`config.mk`:
```
export PLATFORM = sky130hd
export DESIGN_NAME = serial_word_capture
export DESIGN_NICKNAME = d
export VERILOG_FILES = /design/src/rtl/serial_word_capture.sv
export SDC_FILE = /design/constraint.sdc
export NUM_CORES = 1
export LEC_CHECK = 0
export ABC_CLOCK_PERIOD_IN_PS = 6300
export CAP_MARGIN = 20
export CELL_PAD_IN_SITES_DETAIL_PLACEMENT = 2
export CELL_PAD_IN_SITES_GLOBAL_PLACEMENT = 2
export CORE_MARGIN = 5
export CORE_UTILIZATION = 41
export CTS_CLUSTER_SIZE = 10
export DETAILED_ROUTE_END_ITERATION = 16
export HOLD_SLACK_MARGIN = 0.08
export MAX_ROUTING_LAYER = met4
export PLACE_DENSITY_LB_ADDON = 0.1
export SYNTH_ARGS = -nofsm -noshare
export SYNTH_HDL_FRONTEND = slang
export SYNTH_SLANG_ARGS = --single-unit
```
`constraint.sdc`:
```
create_clock -name clk -period 6.3 [get_ports clk]
set_input_delay 1.26 -clock clk [delete_from_list [all_inputs] [get_ports clk]]
set_output_delay 1.26 -clock clk [all_outputs]
set_load 0.05 [all_outputs]
```
`src/rtl/serial_word_capture.sv`:
```
// -----------------------------------------------------------------------------
// serial_word_capture
//
// Collects the serial bit stream of the inverting net-delay shift path into
// WIDTH-bit words, MSB first. A word starts on a bit marked by `sof`. Each
// completed word is offered on a single-entry valid/ready output register.
//
// Optional feature (macro SERIAL_WORD_CAPTURE_PARITY_EN):
//   defined   - each frame is WIDTH data bits plus one even-parity bit. The
//               parity bit is checked but not stored. `par_err` flags a
//               mismatch for the word held in `y`.
//   undefined - frames are exactly WIDTH bits and `par_err` stays 0.
//
// Handshake: `y` is offered while `y_valid` is high. It is transferred on a
// rising edge where `y_valid && y_ready`. `y` and `par_err` stay stable until
// that transfer. If a word completes while the register is full and is not
// being drained, the new word is dropped and `overrun` is set.
//
// Ports:
//   clk          in   clock, rising edge
//   rst          in   asynchronous active-high reset
//   x            in   serial data bit
//   x_valid      in   x is sampled this edge
//   sof          in   x is the first bit of a word (qualified by x_valid)
//   y            out  assembled word; first bit received sits in y[WIDTH-1]
//   y_valid      out  y holds an unconsumed word
//   y_ready      in   consumer accepts y
//   par_err      out  parity mismatch for the word in y
//   overrun      out  sticky, a completed word was dropped
//   ovr_clr      in   clears overrun (a simultaneous overrun wins)
//   dbg_state_o  out  current FSM state (0 = IDLE, 1 = SHIFT)
// -----------------------------------------------------------------------------
module serial_word_capture #(
  parameter int WIDTH = 32
) (
  input  logic             clk,
  input  logic             rst,
  input  logic             x,
  input  logic             x_valid,
  input  logic             sof,
  output logic [WIDTH-1:0] y,
  output logic             y_valid,
  input  logic             y_ready,
  output logic             par_err,
  output logic             overrun,
  input  logic             ovr_clr,
  output logic             dbg_state_o
);

`ifdef SERIAL_WORD_CAPTURE_PARITY_EN
  localparam int N = WIDTH + 1;
`else
  localparam int N = WIDTH;
`endif
  // The counter must hold N without wrapping.
  localparam int CW = $clog2(N + 1);

  typedef enum logic {
    IDLE  = 1'b0,
    SHIFT = 1'b1
  } state_t;

  state_t           state_q, state_d;
  logic [CW-1:0]    cnt_q, cnt_d;
  logic [WIDTH-1:0] sh_q, sh_d;
  logic [WIDTH-1:0] y_q, y_d;
  logic             y_valid_q, y_valid_d;
  logic             par_err_q, par_err_d;
  logic             overrun_q, overrun_d;

  logic [WIDTH-1:0] sh_shifted;
  logic             complete;
  logic [WIDTH-1:0] word;
  logic             word_perr;
  logic             take;

  assign sh_shifted = {sh_q[WIDTH-2:0], x};

  // The word and its parity status as they stand when the final bit arrives.
`ifdef SERIAL_WORD_CAPTURE_PARITY_EN
  // The final bit is the parity bit, so the data bits are already in sh_q.
  assign word      = sh_q;
  assign word_perr = (^sh_q) ^ x;
`else
  assign word      = sh_shifted;
  assign word_perr = 1'b0;
`endif

  // Framing FSM: next state, counter and shift register.
  always_comb begin
    state_d  = state_q;
    cnt_d    = cnt_q;
    sh_d     = sh_q;
    complete = 1'b0;
    unique case (state_q)
      IDLE: begin
        if (x_valid && sof) begin
          sh_d    = sh_shifted;
          cnt_d   = CW'(1);
          state_d = SHIFT;
        end
      end
      SHIFT: begin
        if (x_valid) begin
          if (sof) begin
            // A new frame start abandons the partial word.
            sh_d  = sh_shifted;
            cnt_d = CW'(1);
          end else if (cnt_q == CW'(N - 1)) begin
            complete = 1'b1;
            cnt_d    = '0;
            state_d  = IDLE;
`ifndef SERIAL_WORD_CAPTURE_PARITY_EN
            sh_d     = sh_shifted;
`endif
          end else begin
            sh_d  = sh_shifted;
            cnt_d = cnt_q + CW'(1);
          end
        end
      end
      default: begin
        state_d = IDLE;
        cnt_d   = '0;
      end
    endcase
  end

  // Output register: a completed word loads if the register is empty or is
  // being drained on this edge. Otherwise the word is lost.
  assign take = !y_valid_q || y_ready;

  always_comb begin
    y_d       = y_q;
    y_valid_d = y_valid_q;
    par_err_d = par_err_q;
    overrun_d = overrun_q;
    if (ovr_clr) begin
      overrun_d = 1'b0;
    end
    if (complete && take) begin
      y_d       = word;
      y_valid_d = 1'b1;
      par_err_d = word_perr;
    end else begin
      if (complete) begin
        overrun_d = 1'b1;
      end
      if (y_valid_q && y_ready) begin
        y_valid_d = 1'b0;
      end
    end
  end

  always_ff @(posedge clk or posedge rst) begin
    if (rst) begin
      state_q   <= IDLE;
      cnt_q     <= '0;
      sh_q      <= '0;
      y_q       <= '0;
      y_valid_q <= 1'b0;
      par_err_q <= 1'b0;
      overrun_q <= 1'b0;
    end else begin
      state_q   <= state_d;
      cnt_q     <= cnt_d;
      sh_q      <= sh_d;
      y_q       <= y_d;
      y_valid_q <= y_valid_d;
      par_err_q <= par_err_d;
      overrun_q <= overrun_d;
    end
  end

  assign y           = y_q;
  assign y_valid     = y_valid_q;
  assign par_err     = par_err_q;
  assign overrun     = overrun_q;
  assign dbg_state_o = state_q;

endmodule

```
==> flow_summary_export.csv <==
group,metric,value,unit
outcome,status,"finished, final reports clean",
setup_path,crit_fanout,32,
finish,nets,239,
pwr,peakVddDrop,0.143,mV
floorplanning,die-area,0.00873,mm²
cts,cts.path.max_buffers,2,
global_routing,grt_pass1_vias,1894,
logic_synthesis,synth-async-reset-ratio,100,%
setup_path,cpMaxStageDelayCell,"clkdlybuf4s50_1",
pwr,seq_power_share,57.3,%
cts,cts_tree,"built",
floorplanning,core_area,0.00679,mm²
setup_path,critPathMaxStageDelay,640,ps
floorplanning,core.rowCount,30,
sta,slew_headroom,40.5,%
min_path,hold_path_depth,1,
detailed_routing,postRouteAntennaNets,0,
cts,cts.sinks,72,
logic_synthesis,ys_types,32,
detailed_routing,drt-pass1-iter-count,2,
pwr,p_sw,0.000277,W
logic_synthesis,synth_flop_cell,"dfrtp_1",
cts,cts_buffers,9,
cts,cts_resized,0,
setup_path,cp-end-kind,"register",
pwr,comb_power_share,11.7,%
place,place.port_buffers,41,
sta,worst_pin_slew,892,ps
floorplanning,dieWidth,93.4,µm
pwr,swShare,25.6,%
global_routing,grt_remaining_overflow,0,
detailed_routing,wl_per_cell,17.3,µm
cts,post-cts-setup-buffer-count,0,
sta,fin_skew,8.41,ps
finish,antenna_cells,0,
cts,cts_root_buffer,"clkbuf_8",
pwr,p_per_area,306,mW/mm²
sta,finalHoldViolations,0,
sta,finalSetupViolations,0,
finish,final_cell_mix,"dfrtp_1 (72), mux2_2 (61), clkdlybuf4s50_1 (41)",
sta,fmax,0.332,GHz
cts,clk_latency,330,ps
cts,hold_buffers,0,
place,routabilityCongestion,0.802,
floorplanning,die_h,93.4,µm
detailed_routing,drt_wl_total,5700,µm
finish,drive_gt1_share,35.0,%
pwr,p_clk_share,31.0,%
setup_path,crit_chain,"clkdlybuf4s50_1 -> nand3b_1 -> nor4b_4 -> buf_4 -> mux2_2",
global_routing,grt_usage,14.9,%
setup_path,start_kind,"input port",
detailed_routing,drt_iter0_markers,43,
detailed_routing,viasPerCell,4.95,
place,dp_hpwl,3750,µm
sta,rsz0062_at_grt,"false",
setup_path,critPathTopFamily,"buffers and inverters",
global_routing,antenna_found_initial,0,
floorplanning,start_util,42.0,%
detailed_routing,vias,1632,
global_routing,grt_start_max_net_pins,73,
pwr,p_leak,1.62,nW
global_routing,grt_pass1_wl,9870,µm
setup_path,reg2reg_depth,5,
detailed_routing,drcViolationCount,0,
min_path,worstHoldPathType,"reg2reg",
logic_synthesis,ys_seq_area_share,63.2,%
finish,area_growth,24.3,%
job,drv_cap,0,
sta,finalSetupTns,0,ps
finish,n_fill_cell,641,
setup_path,cp_num_buf_inv,2,
setup_path,cp.arrival,3220,ps
pwr,p_int,0.000806,W
logic_synthesis,ys_seq_elements,72,
cts,path_clk_slew,70,ps
sta,fin_crit,3010,ps
logic_synthesis,synth_edf_count,0,
floorplanning,io_pins,43,
finish,fin_util,52.2,%
logic_synthesis,synth_fp_nets,193,
sta,fin_crit_sh,47.8,%
cts,htreeDepth,3,
setup_path,cp.depth,5,
setup_path,critical_path_required,6510,ps
setup_path,crit_type,"in2reg",
logic_synthesis,yosys_warnings,0,
logic_synthesis,synth.avg_cell_area,15.4,µm²
finish,layout_commonest_cell,"dfrtp_1",
logic_synthesis,syn_area,0.00285,mm²
sta,slew_viol_final,0,
logic_synthesis,syn_inst,185,
## cells by family after synthesis
group / Yosys count / synth area share (%)
adder cells (fa/ha/maj): 1 / 0.439
flip-flops: 72 / 63.2
buffers and inverters: 13 / 2.81
AND/OR/NAND/NOR: 20 / 5.04
other: 1 / 0.131
multiplexers: 63 / 24.9
AO/OA/AOI/OAI: 15 / 3.55
## final cells by class
type	count	area, µm²	share of cell area, %
clock inverters	4	47.5	1.34
clock buffers	10	128	3.60
inverters	4	15.0	0.423
well taps	96	120	3.39
repair buffers	44	453	12.8
multi-input cells	100	982	27.7
flip-flops and latches	72	1800	50.8
## path summary, 6_finish.rpt
check                      slack [ps]       end  startpoint
max                              3290     y[10]     x_valid
min                               490     y[24]       y[24]
max reg2reg                      4130     y[10]    cnt_q[0]
min reg2reg                       490     y[24]       y[24]
max in group asynchronous        4200  sh_q[19]         rst
min in group asynchronous        1520   sh_q[1]         rst
## cell usage after synthesis, drive strengths merged, types with 2 or more instances
master	instances	area share (%)
dfrtp	72	63
mux2	63	25
buf	8	2.1
nand2	5	0.66
inv	4	0.53
nand3	3	0.53
nor2	3	0.39
o21ai	3	0.53
a21oi	2	0.35
a31oi	2	0.44
o211ai	2	0.53
o31ai	2	0.53
## worst reg2reg max path: stages (launching register included)
cell and delay [ps]:
dfrtp_1 410, ha_1 330, nand4_4 180, nor4b_4 280, buf_4 430, mux2_2 400
## flip-flops by register name (all words and copies together) (netlist names)
register / count
sh_q: 31
cnt_q: 6
dbg_state_o: 1
y_valid: 1
overrun: 1
y: 32
## metrics by stage
stage	total power [W]	setup slack, ps	instance area [µm²]	instances	hold slack (ps)
6_report	0.00108	3290	3550	330	491
3_5_place_dp	0.000759	2940	3340	315	482
5_1_grt	0.00115	3190	3550	330	518
2_1_floorplan	0.000706	3220	2850	185	474
4_1_cts	0.00110	3300	3520	329	499
3_3_place_gp	0.000737	3050	3340	315	474
## power by group through the flow
stage | Clock, W | Combinational [W] | Sequential (W)
3_5_place_dp | 0 | 0.000127 | 0.000633
4_1_cts | 0.000350 | 0.000128 | 0.000624
5_1_grt | 0.000371 | 0.000142 | 0.000635
3_3_place_gp | 0 | 0.000116 | 0.000621
6_report | 0.000336 | 0.000127 | 0.000621
2_1_floorplan | 0 | 0.000104 | 0.000603
## metal layers
metal | wire (µm) | part of all wire, % | vias to the layer above | global-route usage [%]
li1 | - | - | 744 | -
met1 | 2600 | 46 | 853 | 19.2
met2 | 2860 | 50 | 27 | 23.2
met3 | 154 | 2.7 | 8 | 2.98
met4 | 87 | 1.5 | 0 | 5.86
met5 | 0 | 0 | - | -
Note: power is estimated with default switching activity, not from simulation.
